### src/rtl/nfc_parameter.sv
// Shared constants and types for the NFC RAM arbiter and its ECC read-modify-write fixer.
package nfc_parameter;

  localparam int unsigned AW = 13;
  localparam int unsigned DW = 16;

  typedef enum logic [1:0] {
    OwnNone,
    OwnMif,
    OwnFix,
    OwnHst
  } owner_e;

  typedef enum logic [1:0] {
    FixIdle,
    FixRd,
    FixCap,
    FixWr
  } fix_state_e;

  // Host byte enables are active-high, the SRAM write enables active-low.
  function automatic logic [1:0] host_wen(input logic wr, input logic [1:0] be);
    return wr ? ~be : 2'b11;
  endfunction

endpackage

### src/rtl/nfc_ecc_fix.sv
// ECC correction engine: reads a word, XORs in the error pattern and writes it back.
module nfc_ecc_fix
  import nfc_parameter::*;
#(
  parameter int unsigned DW = nfc_parameter::DW
) (
  input  logic          clk,
  input  logic          rst_n,
  input  logic          i_fix_req,
  input  logic [DW-1:0] i_fix_mask,
  input  logic          i_gnt,
  input  logic [DW-1:0] i_ram_dout,
  input  logic          i_mif_wr_hit,
  output logic          o_req,
  output logic          o_wr,
  output logic [DW-1:0] o_wdat,
  output logic          o_done
);

  fix_state_e    r_state, w_state_nxt;
  logic [DW-1:0] r_word, w_word_nxt;
  logic          r_done, w_done_nxt;

  always_ff @(posedge clk or negedge rst_n) begin
    if (!rst_n) begin
      r_state <= FixIdle;
      r_word  <= '0;
      r_done  <= 1'b0;
    end else begin
      r_state <= w_state_nxt;
      r_word  <= w_word_nxt;
      r_done  <= w_done_nxt;
    end
  end

  always_comb begin
    w_state_nxt = r_state;
    w_word_nxt  = r_word;
    w_done_nxt  = 1'b0;
    o_req       = 1'b0;
    o_wr        = 1'b0;
    unique case (r_state)
      FixIdle: begin
        if (i_fix_req) w_state_nxt = FixIdle == FixIdle ? FixRd : FixIdle;
      end
      FixRd: begin
        if (!i_fix_req) begin
          w_state_nxt = FixIdle;
        end else begin
          o_req = 1'b1;
          if (i_gnt) w_state_nxt = FixCap;
        end
      end
      FixCap: begin
        w_word_nxt  = i_ram_dout ^ i_fix_mask;
        // A concurrent write to the same word makes the captured data stale.
        w_state_nxt = i_mif_wr_hit ? FixRd : FixWr;
      end
      FixWr: begin
        if (!i_fix_req) begin
          w_state_nxt = FixIdle;
        end else if (i_mif_wr_hit) begin
          w_state_nxt = FixRd;
        end else begin
          o_req = 1'b1;
          o_wr  = 1'b1;
          if (i_gnt) begin
            w_state_nxt = FixIdle;
            w_done_nxt  = 1'b1;
          end
        end
      end
      default: w_state_nxt = FixIdle;
    endcase
  end

  assign o_wdat = r_word;
  assign o_done = r_done;

endmodule

### src/rtl/nfc_ram_arb.sv
// Single-port SRAM arbiter: memory interface first, then round-robin between the ECC fixer
// and the host.
module nfc_ram_arb
  import nfc_parameter::*;
#(
  parameter int unsigned AW = nfc_parameter::AW,
  parameter int unsigned DW = nfc_parameter::DW
) (
  input  logic          clk,
  input  logic          rst_n,
  input  logic [AW-1:0] mif_ram_addr,
  input  logic          mif_ram_cen,
  input  logic [1:0]    mif_ram_wen,
  input  logic [DW-1:0] mif_ram_din,
  output logic [DW-1:0] mif_ram_dout,
  input  logic          fix_req,
  input  logic [AW-1:0] fix_addr,
  input  logic [DW-1:0] fix_mask,
  output logic          fix_done,
  input  logic          hst_req,
  input  logic          hst_wr,
  input  logic [AW-1:0] hst_addr,
  input  logic [1:0]    hst_be,
  input  logic [DW-1:0] hst_wdat,
  output logic          hst_gnt,
  output logic          hst_rvld,
  output logic [DW-1:0] hst_rdat,
  output logic [AW-1:0] ram_addr,
  output logic          ram_cen,
  output logic [1:0]    ram_wen,
  output logic [DW-1:0] ram_din,
  input  logic [DW-1:0] ram_dout
);

  owner_e        w_owner;
  logic          r_run;
  logic          r_rr_fix;
  logic [AW-1:0] r_addr;
  logic [DW-1:0] r_din;
  logic          r_hst_rvld;
  logic          w_fix_req;
  logic          w_fix_wr;
  logic [DW-1:0] w_fix_wdat;
  logic          w_mif_wr_hit;

  assign w_mif_wr_hit = r_run && !mif_ram_cen && (mif_ram_wen != 2'b11) &&
                        (mif_ram_addr == fix_addr);

  nfc_ecc_fix #(
    .DW (DW)
  ) u_fix (
    .clk          (clk),
    .rst_n        (rst_n),
    .i_fix_req    (fix_req),
    .i_fix_mask   (fix_mask),
    .i_gnt        (w_owner == OwnFix),
    .i_ram_dout   (ram_dout),
    .i_mif_wr_hit (w_mif_wr_hit),
    .o_req        (w_fix_req),
    .o_wr         (w_fix_wr),
    .o_wdat       (w_fix_wdat),
    .o_done       (fix_done)
  );

  // r_run keeps the port quiet until the first clock edge after reset is released.
  always_comb begin
    w_owner = OwnNone;
    if (r_run) begin
      if (!mif_ram_cen) begin
        w_owner = OwnMif;
      end else if (w_fix_req && hst_req) begin
        w_owner = r_rr_fix ? OwnFix : OwnHst;
      end else if (w_fix_req) begin
        w_owner = OwnFix;
      end else if (hst_req) begin
        w_owner = OwnHst;
      end
    end
  end

  always_comb begin
    ram_cen  = 1'b1;
    ram_wen  = 2'b11;
    ram_addr = r_addr;
    ram_din  = r_din;
    unique case (w_owner)
      OwnMif: begin
        ram_cen  = 1'b0;
        ram_wen  = mif_ram_wen;
        ram_addr = mif_ram_addr;
        ram_din  = mif_ram_din;
      end
      OwnFix: begin
        ram_cen  = 1'b0;
        ram_wen  = w_fix_wr ? 2'b00 : 2'b11;
        ram_addr = fix_addr;
        ram_din  = w_fix_wdat;
      end
      OwnHst: begin
        ram_cen  = 1'b0;
        ram_wen  = host_wen(hst_wr, hst_be);
        ram_addr = hst_addr;
        ram_din  = hst_wdat;
      end
      default: begin
      end
    endcase
  end

  always_ff @(posedge clk or negedge rst_n) begin
    if (!rst_n) begin
      r_run      <= 1'b0;
      r_rr_fix   <= 1'b1;
      r_addr     <= '0;
      r_din      <= '0;
      r_hst_rvld <= 1'b0;
    end else begin
      r_run      <= 1'b1;
      r_hst_rvld <= (w_owner == OwnHst) && !hst_wr;
      if (w_owner == OwnFix || w_owner == OwnHst) r_rr_fix <= ~r_rr_fix;
      if (w_owner != OwnNone) begin
        r_addr <= ram_addr;
        r_din  <= ram_din;
      end
    end
  end

  assign hst_gnt      = (w_owner == OwnHst);
  assign hst_rvld     = r_hst_rvld;
  assign hst_rdat     = ram_dout;
  assign mif_ram_dout = ram_dout;

endmodule

### config.mk
export PLATFORM = sky130hd
export DESIGN_NAME = nfc_ram_arb
export DESIGN_NICKNAME = d
export VERILOG_FILES = /design/src/rtl/nfc_parameter.sv /design/src/rtl/nfc_ecc_fix.sv /design/src/rtl/nfc_ram_arb.sv
export SDC_FILE = /design/constraint.sdc
export NUM_CORES = 1
export LEC_CHECK = 0
export ABC_AREA = 1
export BUFFER_PORTS_ARGS = -buffer_cell sky130_fd_sc_hd__buf_2
export CORE_MARGIN = 1
export CORE_UTILIZATION = 46
export CTS_CLUSTER_SIZE = 14
export DETAILED_ROUTE_END_ITERATION = 10
export GPL_TIMING_DRIVEN = 0
export PLACE_DENSITY = 0.81
export SLEW_MARGIN = 0
export SYNTH_ARGS = -nofsm -noshare
export SYNTH_HDL_FRONTEND = slang
export SYNTH_SLANG_ARGS = --single-unit
### constraint.sdc
create_clock -name clk -period 2.5 [get_ports clk]
set_input_delay 0.5 -clock clk [delete_from_list [all_inputs] [get_ports clk]]
set_output_delay 0.5 -clock clk [all_outputs]
set_load 0.02 [all_outputs]
==> metrics.md <==
| Metric | Value |
|---|---|
| Critical Path Stages | `15` |
| Sequential share of the synthesized area | `37.0%` |
| Leak pwr | `2.65 nW` |
| Worst vdd ir | `0.346 mV` |
| Share of cells above drive strength 1 | `between 40 and 50%` |
| Reg clk slew, reported paths | `roughly 100 ps` |
| Root Buffer | `clkbuf_8` |
| # setup viols final | `33` |
| Syn Nets | `approximately 570` |
| R2R cell count | `16` |
| Synth warn | `0` |
| Routability Congestion | `slightly below 0.9` |
| Pwr per Cell Area | `about 650 nW/um^2` |
| Total power | `about 3.4 mW` |
| Worst Setup EP | `ram_din[8]` |
| Netlist cell types | `22` |
| Syn avg cell area | `between 7 and 8 um^2` |
| Maxcap violations | `0` |
| Starting Density | `47.6%` |
| Via/cell ratio | `around 5.4` |
| Die Y | `about 90 um` |
| Final WS setup | `-224 ps` |
| Synthesized area | `approximately 3500 um^2` |
| Ant. Diodes | `0` |
| Max Clk Rate | `between 0.3 and 0.4 GHz` |
| Setup_tns | `-5840 ps` |
| Vias in the first global route | `3583` |
| Commonest non-fill, non-tap cell in the layout | `buf_2` |
| Total CTS buffers | `5` |
| Layout filler cell count | `roughly 600` |
| Htree depth | `2` |
| Critical Path Start | `r_run` |
| CP Launch Type | `flop` |
| Worst Path Buf+Inv | `3` |
| DR vias | `4073` |
| Clock Path Buffers | `2` |
| Synthesized flop and latch total | `51` |
| Die ar. | `between 7000 and 8000 um^2` |
| Port bufs | `between 150 and 200` |
| WHS | `approximately 370 ps` |
| Period minus WS final | `2720 ps` |
| # rows | `31` |
| FF-to-FF Start | `r_run` |
| 1st-iter DRT viols | `between 200 and 250` |
| Clk_lat worst skew | `about 310 ps` |
| Hold Crit Class | `input pin to flop` |
| Number of remaining DRC errors | `0` |
| Core region area | `between 7000 and 8000 um^2` |
| Detailed placement HPWL | `between 7 and 8 mm` |
| Max_slew headroom | `between 20 and 30%` |
| Num Clock Sinks | `~50` |
| RSZ-0062 raised after global routing | `true` |
| Fin. max-slew vios | `0` |
| Clock Skews | `around 12 ps` |
| Worst path arrival time | `2220 ps` |
| Global-route wire length before repair | `15.9 mm` |
| Final nets | `roughly 770` |
| Util after Layout | `~71%` |
| Final Hold Viols | `0` |
| Critical path class | `flop to output port` |
| Initial antenna violation count | `0` |
| Final std cells w/o fill | `~750` |
| R2r setup slk | `~630 ps` |
| Worst reg2reg path endpoint | `u_fix.r_state[1]` |
| CP max stage delay | `380 ps` |
| CP top delay family | `simple AND/OR/NAND/NOR gates` |
| Crit-path cells | `inv_2, nor2_4, nand2_1, nor2_1, nand2_1, nor2_1, nand2_1, nand2_2, nand2_4, nand2_8, nand2_8, buf_8, nand3_1, nand4_1, buf_4` |
| CTS tree | `built` |
| CP Capture Type | `output port` |
| Outcome | `finished, violations left` |
| Syn Inst Count | `between 400 and 500` |
| Remaining global-route overflow | `0` |
| Die Wd | `88.7 um` |
| Critical Path Slowest Stage Cell | `dfrtp_1` |
| Actual slew at the worst max-slew pin | `about 1100 ps` |
| Synth-to-layout area growth | `50.0%` |
| CP required | `2000 ps` |
| Worst-path maximum fanout | `10` |
| Placed insts | `~730` |
| Period utilization | `109%` |
| Post-Route WL | `11.1 mm` |
| Wire per inst | `14.8 um` |
| Failing checks | `setup timing` |
| Most frequent cells in the layout | `151 x buf_2, 94 x nand2_1, 89 x nand4_1, 55 x buf_4, 50 x dfrtp_1` |
| Tot GR Track Use | `between 20% and 30%` |
| # IOs | `180` |
| Worst path most repeated cell | `nand2_1` |
| Pre-antenna DRT Iters | `5` |
| Pin count of the biggest net entering global routing | `52` |
| Post-route ant nets | `0` |
==> power breakdown <==
| group | internal (mW) | switching [mW] |
|---|---|---|
| combinational | 0.700 | 0.915 |
| clock | 0.202 | 0.288 |
| sequential | 1.10 | 0.170 |
==> worst min-delay path by stage <==
stage                          start               end  slack, ps  cells after the start
floorplan                      rst_n          hst_rvld        200                      0
global placement     u_fix.o_wdat[0]   u_fix.o_wdat[0]        470                      2
detailed placement  u_fix.o_wdat[12]  u_fix.o_wdat[12]        480                      2
CTS                           hst_wr          hst_rvld        370                      2
global route                  hst_wr          hst_rvld        370                      2
finish                        hst_wr          hst_rvld        370                      2
==> registers in the layout, summed over array words and instances (netlist names) <==
name,flops
hst_rvld,1
u_fix.o_done,1
u_fix.r_state,2
r_din,16
u_fix.o_wdat,16
r_addr,13
r_rr_fix,1
r_run,1
==> Yosys cell counts (all sizes together) <==
cell / instances / area, um^2
nor3: 2 / 10.0
o21ai: 17 / 85.1
a21oi: 1 / 8.76
buf: 50 / 355
nand4: 89 / 557
conb: 1 / 3.75
nor2: 17 / 71.3
clkbuf: 9 / 33.8
dfrtp: 50 / 1250
dfstp: 1 / 26.3
o31ai: 1 / 7.51
nand2: 100 / 388
inv: 32 / 120
nand3: 64 / 370
xnor2: 19 / 166
==> cells by family (layout without fill, tap and decap cells) <==
group | count (synthesis) | after routing | share of synthesized area [%]
other | 1 | 1 | 0.109
flip-flops | 51 | 51 | 37.0
XOR/XNOR | 19 | 19 | 4.82
AO/OA/AOI/OAI | 19 | 19 | 2.93
buffers and inverters | 91 | 291 | 14.7
AND/OR/NAND/NOR | 272 | 273 | 40.4
==> metrics by stage <==
step                      setup slack, ps  area (um^2)
after floorplan                      97.8         3450
after global placement               -259         4470
after detailed placement             -265         4470
after CTS                            -235         4740
after global routing                 -391         5180
final                                -224         5180
==> cell type report <==
type	count	area, um^2	area share, %
flip-flops and latches	51	1280	24.7
clock inverters	2	16.3	0.314
clock buffers	6	72.6	1.40
inverters	32	125	2.41
multi-input cells	312	1890	36.5
well taps	99	124	2.39
plain buffers	59	504	9.73
repair buffers	192	1170	22.6
==> repair_timing <==
action / 4_1_cts / 5_1_grt
hold buffers: 0 / 0
setup endpoints to repair: 33 / 33
pin swaps: 6 / 16
gates cloned: 0 / 3
setup buffers: 7 / 4
resized for setup: 36 / 88
hold endpoints to repair: 0 / 0
==> routing by layer <==
metal	share of wire, %	vias to the layer above	wire length, um	GRT usage [%]
met2	50	200	5570	46.6
met4	2.4	0	265	10.9
li1	-	1954	-	-
met1	41	1895	4540	31.5
met5	0	-	0	0
met3	6.8	24	756	4.76
(Power assumes the default switching activity.)
